File: config.mk
export PLATFORM = sky130hd
export DESIGN_NAME = norm_row_collector
export DESIGN_NICKNAME = d
export VERILOG_FILES = /design/src/rtl/norm_row_collector_pkg.sv /design/src/rtl/norm_row_collector_fifo.sv /design/src/rtl/norm_row_collector.sv
export SDC_FILE = /design/constraint.sdc
export NUM_CORES = 1
export LEC_CHECK = 0
export ABC_AREA = 1
export ABC_CLOCK_PERIOD_IN_PS = 26200
export CORE_UTILIZATION = 50
export CTS_BUF_LIST = sky130_fd_sc_hd__clkbuf_16
export DETAILED_ROUTE_END_ITERATION = 8
export GPL_TIMING_DRIVEN = 1
export PLACE_DENSITY = 0.69
export SLEW_MARGIN = 5
export SYNTH_ARGS = -nofsm -noshare
export SYNTH_HDL_FRONTEND = slang
export SYNTH_SLANG_ARGS = --single-unit
File: constraint.sdc
create_clock -name clk -period 26.2 [get_ports clk]
set_input_delay 5.24 -clock clk [delete_from_list [all_inputs] [get_ports clk]]
set_output_delay 5.24 -clock clk [all_outputs]
set_load 0.005 [all_outputs]
File: src/rtl/norm_row_collector_pkg.sv
// Shared definitions for the normalizer row collector: default element width,
// row geometry, row-sequence index width and the row-pair FIFO entry layout.
// No ports; imported by norm_row_collector and its FIFO.
package norm_row_collector_pkg;

  localparam int BW_PSUM_DEF = 11;  // 2*bw+3 with bw=4
  localparam int COL_DEF     = 8;   // elements per row per core
  localparam int DEPTH_DEF   = 4;   // row-pair FIFO entries
  localparam int ROW_W       = COL_DEF * BW_PSUM_DEF;
  localparam int IDX_W       = 8;   // row sequence number, wraps at 256

  // Row-pair FIFO entry. Packed order puts idx at the MSBs, then row_2,
  // with row_1 at the LSBs; the top builds the same layout by concatenation
  // so that non-default COL/BW_PSUM values keep the identical ordering.
  typedef struct packed {
    logic [IDX_W-1:0] idx;
    logic [ROW_W-1:0] row_2;
    logic [ROW_W-1:0] row_1;
  } row_pair_t;

endpackage

File: src/rtl/norm_row_collector_fifo.sv
// sync_fifo_fwft: generic first-word-fall-through FIFO; head visible on dout_o
// while not empty. Latency: a push is visible at the head one cycle later.
// Backpressure: push on full is ignored unless a pop happens on the same edge.
// Ports: clk_i/rst_ni clock and async active-low reset, clr_i sync flush,
//        push_i/din_i write, pop_i read, dout_o head, full_o/empty_o/level_o status.
module sync_fifo_fwft #(
  parameter int WIDTH = 8,
  parameter int DEPTH = 4
) (
  input  logic                     clk_i,
  input  logic                     rst_ni,
  input  logic                     clr_i,
  input  logic                     push_i,
  input  logic [WIDTH-1:0]         din_i,
  input  logic                     pop_i,
  output logic [WIDTH-1:0]         dout_o,
  output logic                     full_o,
  output logic                     empty_o,
  output logic [$clog2(DEPTH):0]   level_o
);

  localparam int AW = $clog2(DEPTH);
  localparam int LW = AW + 1;

  logic [WIDTH-1:0] mem_q [DEPTH];
  logic [AW-1:0]    wr_ptr_q, wr_ptr_d;
  logic [AW-1:0]    rd_ptr_q, rd_ptr_d;
  logic [LW-1:0]    level_q, level_d;
  logic             do_push, do_pop;

  assign full_o  = (level_q == LW'(DEPTH));
  assign empty_o = (level_q == '0);
  assign level_o = level_q;
  assign dout_o  = mem_q[rd_ptr_q];

  // A push into a full FIFO succeeds only when the head leaves on the same edge.
  assign do_pop  = pop_i && !empty_o && !clr_i;
  assign do_push = push_i && !clr_i && (!full_o || do_pop);

  always_comb begin
    wr_ptr_d = wr_ptr_q;
    rd_ptr_d = rd_ptr_q;
    level_d  = level_q;
    if (clr_i) begin
      wr_ptr_d = '0;
      rd_ptr_d = '0;
      level_d  = '0;
    end else begin
      // Pointers wrap naturally because DEPTH is a power of two.
      if (do_push) wr_ptr_d = wr_ptr_q + 1'b1;
      if (do_pop)  rd_ptr_d = rd_ptr_q + 1'b1;
      case ({do_push, do_pop})
        2'b10:   level_d = level_q + 1'b1;
        2'b01:   level_d = level_q - 1'b1;
        default: level_d = level_q;
      endcase
    end
  end

  always_ff @(posedge clk_i or negedge rst_ni) begin
    if (!rst_ni) begin
      wr_ptr_q <= '0;
      rd_ptr_q <= '0;
      level_q  <= '0;
    end else begin
      wr_ptr_q <= wr_ptr_d;
      rd_ptr_q <= rd_ptr_d;
      level_q  <= level_d;
    end
  end

  // Storage needs no reset: entries are only observed after being written.
  always_ff @(posedge clk_i) begin
    if (do_push) mem_q[wr_ptr_q] <= din_i;
  end

endmodule

File: src/rtl/norm_row_collector.sv
// norm_row_collector: assembles COL normalizer beats per core into row pairs,
// buffers them in a FWFT FIFO and drains them over out_valid/out_ready.
// Latency: last beat of a row into an empty FIFO -> out_valid the next cycle.
// Backpressure: none toward the normalizer; a completed row that finds the FIFO
// full (with no pop on that edge) is dropped and sets the sticky overflow flag.
// Ports: clk/reset (async active-low), clear (sync flush), norm_valid +
//        psum_norm_1/2 beats in, out_valid/out_ready + out_row_1/2/out_row_idx
//        out, fifo_level occupancy, overflow sticky drop flag.
module norm_row_collector
  import norm_row_collector_pkg::*;
#(
  parameter int BW_PSUM = BW_PSUM_DEF,
  parameter int COL     = COL_DEF,
  parameter int DEPTH   = DEPTH_DEF
) (
  input  logic                     clk,
  input  logic                     reset,
  input  logic                     clear,
  input  logic                     norm_valid,
  input  logic [BW_PSUM-1:0]       psum_norm_1,
  input  logic [BW_PSUM-1:0]       psum_norm_2,
  output logic                     out_valid,
  input  logic                     out_ready,
  output logic [COL*BW_PSUM-1:0]   out_row_1,
  output logic [COL*BW_PSUM-1:0]   out_row_2,
  output logic [IDX_W-1:0]         out_row_idx,
  output logic [$clog2(DEPTH):0]   fifo_level,
  output logic                     overflow
);

  localparam int RW = COL * BW_PSUM;
  localparam int CW = $clog2(COL);
  localparam int EW = 2 * RW + IDX_W;
  localparam logic [CW-1:0] LAST_BEAT = CW'(COL - 1);

  logic [CW-1:0]    beat_q, beat_d;
  logic [IDX_W-1:0] row_idx_q, row_idx_d;
  logic [RW-1:0]    asm_1_q, asm_1_d;
  logic [RW-1:0]    asm_2_q, asm_2_d;
  logic             overflow_q, overflow_d;

  logic [RW-1:0]    row_1_m, row_2_m;
  logic             beat_acc, last_beat, row_done, pop;
  logic             fifo_full, fifo_empty;
  logic [EW-1:0]    fifo_din, fifo_dout;

  // A beat is discarded when clear coincides with it.
  assign beat_acc  = norm_valid && !clear;
  assign last_beat = (beat_q == LAST_BEAT);
  assign row_done  = beat_acc && last_beat;
  assign pop       = out_valid && out_ready && !clear;

  // Merge the incoming beat into the assembly image so the completing beat
  // can be pushed on the same edge it arrives.
  always_comb begin
    row_1_m = asm_1_q;
    row_2_m = asm_2_q;
    row_1_m[BW_PSUM*int'(beat_q) +: BW_PSUM] = psum_norm_1;
    row_2_m[BW_PSUM*int'(beat_q) +: BW_PSUM] = psum_norm_2;
  end

  always_comb begin
    beat_d     = beat_q;
    row_idx_d  = row_idx_q;
    asm_1_d    = asm_1_q;
    asm_2_d    = asm_2_q;
    overflow_d = overflow_q;
    if (clear) begin
      beat_d     = '0;
      row_idx_d  = '0;
      overflow_d = 1'b0;
    end else if (norm_valid) begin
      asm_1_d = row_1_m;
      asm_2_d = row_2_m;
      if (last_beat) begin
        beat_d = '0;
        // The index advances even for a dropped row, leaving a visible gap.
        row_idx_d = row_idx_q + 1'b1;
        if (fifo_full && !pop) overflow_d = 1'b1;
      end else begin
        beat_d = beat_q + 1'b1;
      end
    end
  end

  always_ff @(posedge clk or negedge reset) begin
    if (!reset) begin
      beat_q     <= '0;
      row_idx_q  <= '0;
      asm_1_q    <= '0;
      asm_2_q    <= '0;
      overflow_q <= 1'b0;
    end else begin
      beat_q     <= beat_d;
      row_idx_q  <= row_idx_d;
      asm_1_q    <= asm_1_d;
      asm_2_q    <= asm_2_d;
      overflow_q <= overflow_d;
    end
  end

  // Entry layout matches row_pair_t: idx at MSBs, row_1 at LSBs.
  assign fifo_din = {row_idx_q, row_2_m, row_1_m};

  sync_fifo_fwft #(
    .WIDTH (EW),
    .DEPTH (DEPTH)
  ) u_fifo (
    .clk_i   (clk),
    .rst_ni  (reset),
    .clr_i   (clear),
    .push_i  (row_done),
    .din_i   (fifo_din),
    .pop_i   (pop),
    .dout_o  (fifo_dout),
    .full_o  (fifo_full),
    .empty_o (fifo_empty),
    .level_o (fifo_level)
  );

  assign out_valid = !fifo_empty;
  assign overflow  = overflow_q;

  // Head data is zeroed while empty so the outputs read 0 straight out of
  // reset without resetting the FIFO storage.
  assign out_row_1   = out_valid ? fifo_dout[RW-1:0]        : '0;
  assign out_row_2   = out_valid ? fifo_dout[2*RW-1:RW]     : '0;
  assign out_row_idx = out_valid ? fifo_dout[EW-1:2*RW]     : '0;

endmodule

==> summary.md <==
| Metric | Value |
|---|---|
| Die height | 278 um |
| Crit. End Element | output pin |
| WL/cell | 20.4 um |
| Final net count | 3705 |
| Syn. warnings | 0 |
| Hold Path Cell Cnt | 2 |
| F_max | 100 MHz |
| Syn Area/Cell | 10.8 um^2 |
| Share of Yosys cell area claimed by the top area cell type | 57.8% |
| Vias per cell | 5.52 |
| Dominant delay contributor by cell family on the critical path | buffers and inverters |
| Routability cong. | 0.826 |
| Top_reg_cell synth | edfxtp_1 |
| Mapped cell area | 0.0382 mm^2 |
| Setup violators final | 0 |
| Critical Path AT | 4750 ps |
| Final clock skew | 19.2 ps |
| Status | finished, final reports clean |
| Number of fill cells in the layout | 6168 |
| Post-CTS setup buffer count | 0 |
| Slowest stage cell, crit path | dfrtp_4 |
| Maximum vdd ir drop | 81.7 uV |
| Area delta synth->final | 15.2% |
| Vias in the first global route | 24.3k |
| Congestion Overflow GR | 0 |
| Pin count of the biggest net entering global routing | 205 |
| RSZ-0062 raised after global routing | false |
| Most frequent cells after synthesis | nor2_1 (771), edfxtp_1 (736), nand2_1 (649) |
| CTS clk-pin slew, worst paths | 60 ps |
| Initial DRC count | 2617 |
| Layout cells sized above 1 | 5.52% |
| TritonCTS clock tree | done |
| Yosys top cell by area | edfxtp_1 |
| Syn nets | 3586 |
| Core area | 0.0758 mm^2 |
| Required @ worst endpoint | 20960 ps |
| CTS buffer count | 95 |
| Startpoint types | flop |
| CTS Sinks | 931 |
| Number of synthesized flops with an enable pin | 736 |
| DIE AREA | 0.0775 mm^2 |
| Initial antenna violation count | 2 |
| # diodes | 0 |
| First-pass GRT wire length | 146000 um |
| Leak Pwr | 16.4 nW |
| Yosys cell types | 31 |
| Max stage delay on crit path | 990 ps |
| Final period util | 38.1% |
| IO Port Bufs | 215 |
| Via count | 26.1k |
| Detailed Place HPWL | 55200 um |
| Max cap viols | 0 |
| Asr flop ratio synth | 20.9% |
| Worst slew margin | 14.8% |
| Initial Utilization | 50.4% |
| Post-Route Utilization | 58.0% |
| Slew @ Worst Pin | 1280 ps |
| Most frequent cell after synthesis | nor2_1 |
| Sequential fraction of the synthesis area | 70.6% |
| Fin. Hold Viols | 0 |
| Clock Path Buffers | 3 |
| DP Worst Slack | 16130 ps |
| Cell Pwr Density | 95.7 mW/mm^2 |
| Clock Tree Root | clkbuf_16 |
| Worst hold path class | flop to flop |
| CTS Hold Bufs | 0 |
| Total GRT Usage | 24.8% |
| Row count | 101 |
| R2R setup slack | 21140 ps |
| CP Class | flop to output pin |
| Max FO, Critical Path | 103 |
| Final WS setup | 16210 ps |
| # IOs | 216 |
| Max Slew Vio Count | 0 |
| DR pass1 iterations | 7 |
| Ranking of synthesized cells by area | edfxtp_1 (58%), dfrtp_1 (13%), nor2_1 (7.6%), nand2_1 (6.4%), o21ai_0 (6.3%) |
| CTS HTree Levels | 3 |
| Worst path depth | 7 |
| Mapped Cells | 3548 |
| Bufs and invs on worst path | 3 |
| Reg2Reg Depth | 9 |
| Post-route ant nets | 0 |
| Chip Width | 278 um |
| TNS Setup | 0 ps |
| Post-cts sizing count | 0 |
| Worst-Skew Late Latency | 640 ps |
| Post-route DRC | 0 |
| WL final | 96600 um |
| CP Cell Sequence | buf_4 > buf_4 > nor2_1 > nor2_1 > o21ai_0 > a21oi_1 > clkdlybuf4s50_1 |
| Min Tclk post-route | 9990 ps |
| Register bit total from synthesis | 931 |
## through the flow
| step | instances | area [um^2] | power [mW] | hold WS (ps) |
|---|---|---|---|---|
| global placement | 4548 | 41000 | 2.91 | 461 |
| finish | 4727 | 44000 | 4.21 | 476 |
| global route | 4727 | 44000 | 4.40 | 494 |
| CTS | 4727 | 44000 | 4.24 | 482 |
| detailed placement | 4548 | 41000 | 2.93 | 466 |
| floorplan | 3548 | 38200 | 2.32 | 449 |
## layout make-up
class	instances	area, um^2	share of cell area, %
Inverter	96	380	0.864
Tap cell	978	1220	2.78
Timing Repair Buffer	246	2430	5.51
Multi-Input combinational cell	2297	9940	22.6
Clock inverter	82	617	1.40
Clock buffer	97	2430	5.52
Sequential cell	931	27000	61.3
## cell usage in the layout, fill, tap and decap left out, drive strengths merged
master         instances
dfrtp                195
a32o                   1
clkdlybuf4s50        214
buf                   31
nand3                 61
nor2                 775
clkinv                44
o21a                   1
ha                    10
o211ai                 1
nand2                651
fa                     1
clkinvlp               4
inv                  121
o21ai                602
clkbuf                98
nor3b                  1
nand4                  1
edfxtp               736
bufinv                 9
o32ai                  1
a21oi                189
xnor2                  1
a31oi                  1
## routing by layer
layer / routed length (um) / vias to the layer above / share of wire, % / GRT usage, %
met1: 39400 / 12700 / 41 / 32.8
met5: 22 / - / 0.023 / 0
met4: 3020 / 4 / 3.1 / 8.26
met2: 47900 / 892 / 50 / 41.5
li1: - / 12400 / - / -
met3: 6260 / 172 / 6.5 / 4.28
## kinds of logic (layout without fill, tap and decap cells)
group,Yosys count,in the layout,share of synthesized area (%)
buffers and inverters,320,521,3.46
adder cells (fa/ha/maj),11,11,0.380
XOR/XNOR,1,1,0.0229
flip-flops,931,931,70.6
AO/OA/AOI/OAI,796,796,10.6
AND/OR/NAND/NOR,1489,1489,15.0
## final timing paths
path / start / endpoint
min in group asynchronous: reset / asm_1_q[65]
worst max register to register: beat_q[0] / u_fifo.mem_q[0][110]
worst min register to register: asm_1_q[18] / asm_1_q[18]
worst min-delay path: asm_1_q[18] / asm_1_q[18]
max in group asynchronous: reset / asm_2_q[63]
worst max-delay path: u_fifo.rd_ptr_q[0] / out_row_2[45]
## worst reg2reg max path, delay by kind of cell, from the launching register on
family	cells	cell delay [ps]
fa+ha+maj	2	670
buf+inv	4	2340
flops	1	340
simple gates	3	1240
## flip-flops by register name, indices dropped and copies added (netlist names)
name and flops:
row_idx_q 8, u_fifo.wr_ptr_q 2, beat_q 3, u_fifo.rd_ptr_q 2
asm_2_q 88, u_fifo.mem_q 736, overflow 1, asm_1_q 88
u_fifo.level_o 3
## report_power, final
| group | switching (mW) | internal [mW] |
|---|---|---|
| clock | 0.561 | 0.760 |
| sequential | 0.0476 | 1.71 |
| combinational | 0.676 | 0.449 |
No activity file was read; power rests on OpenSTA's default activity.
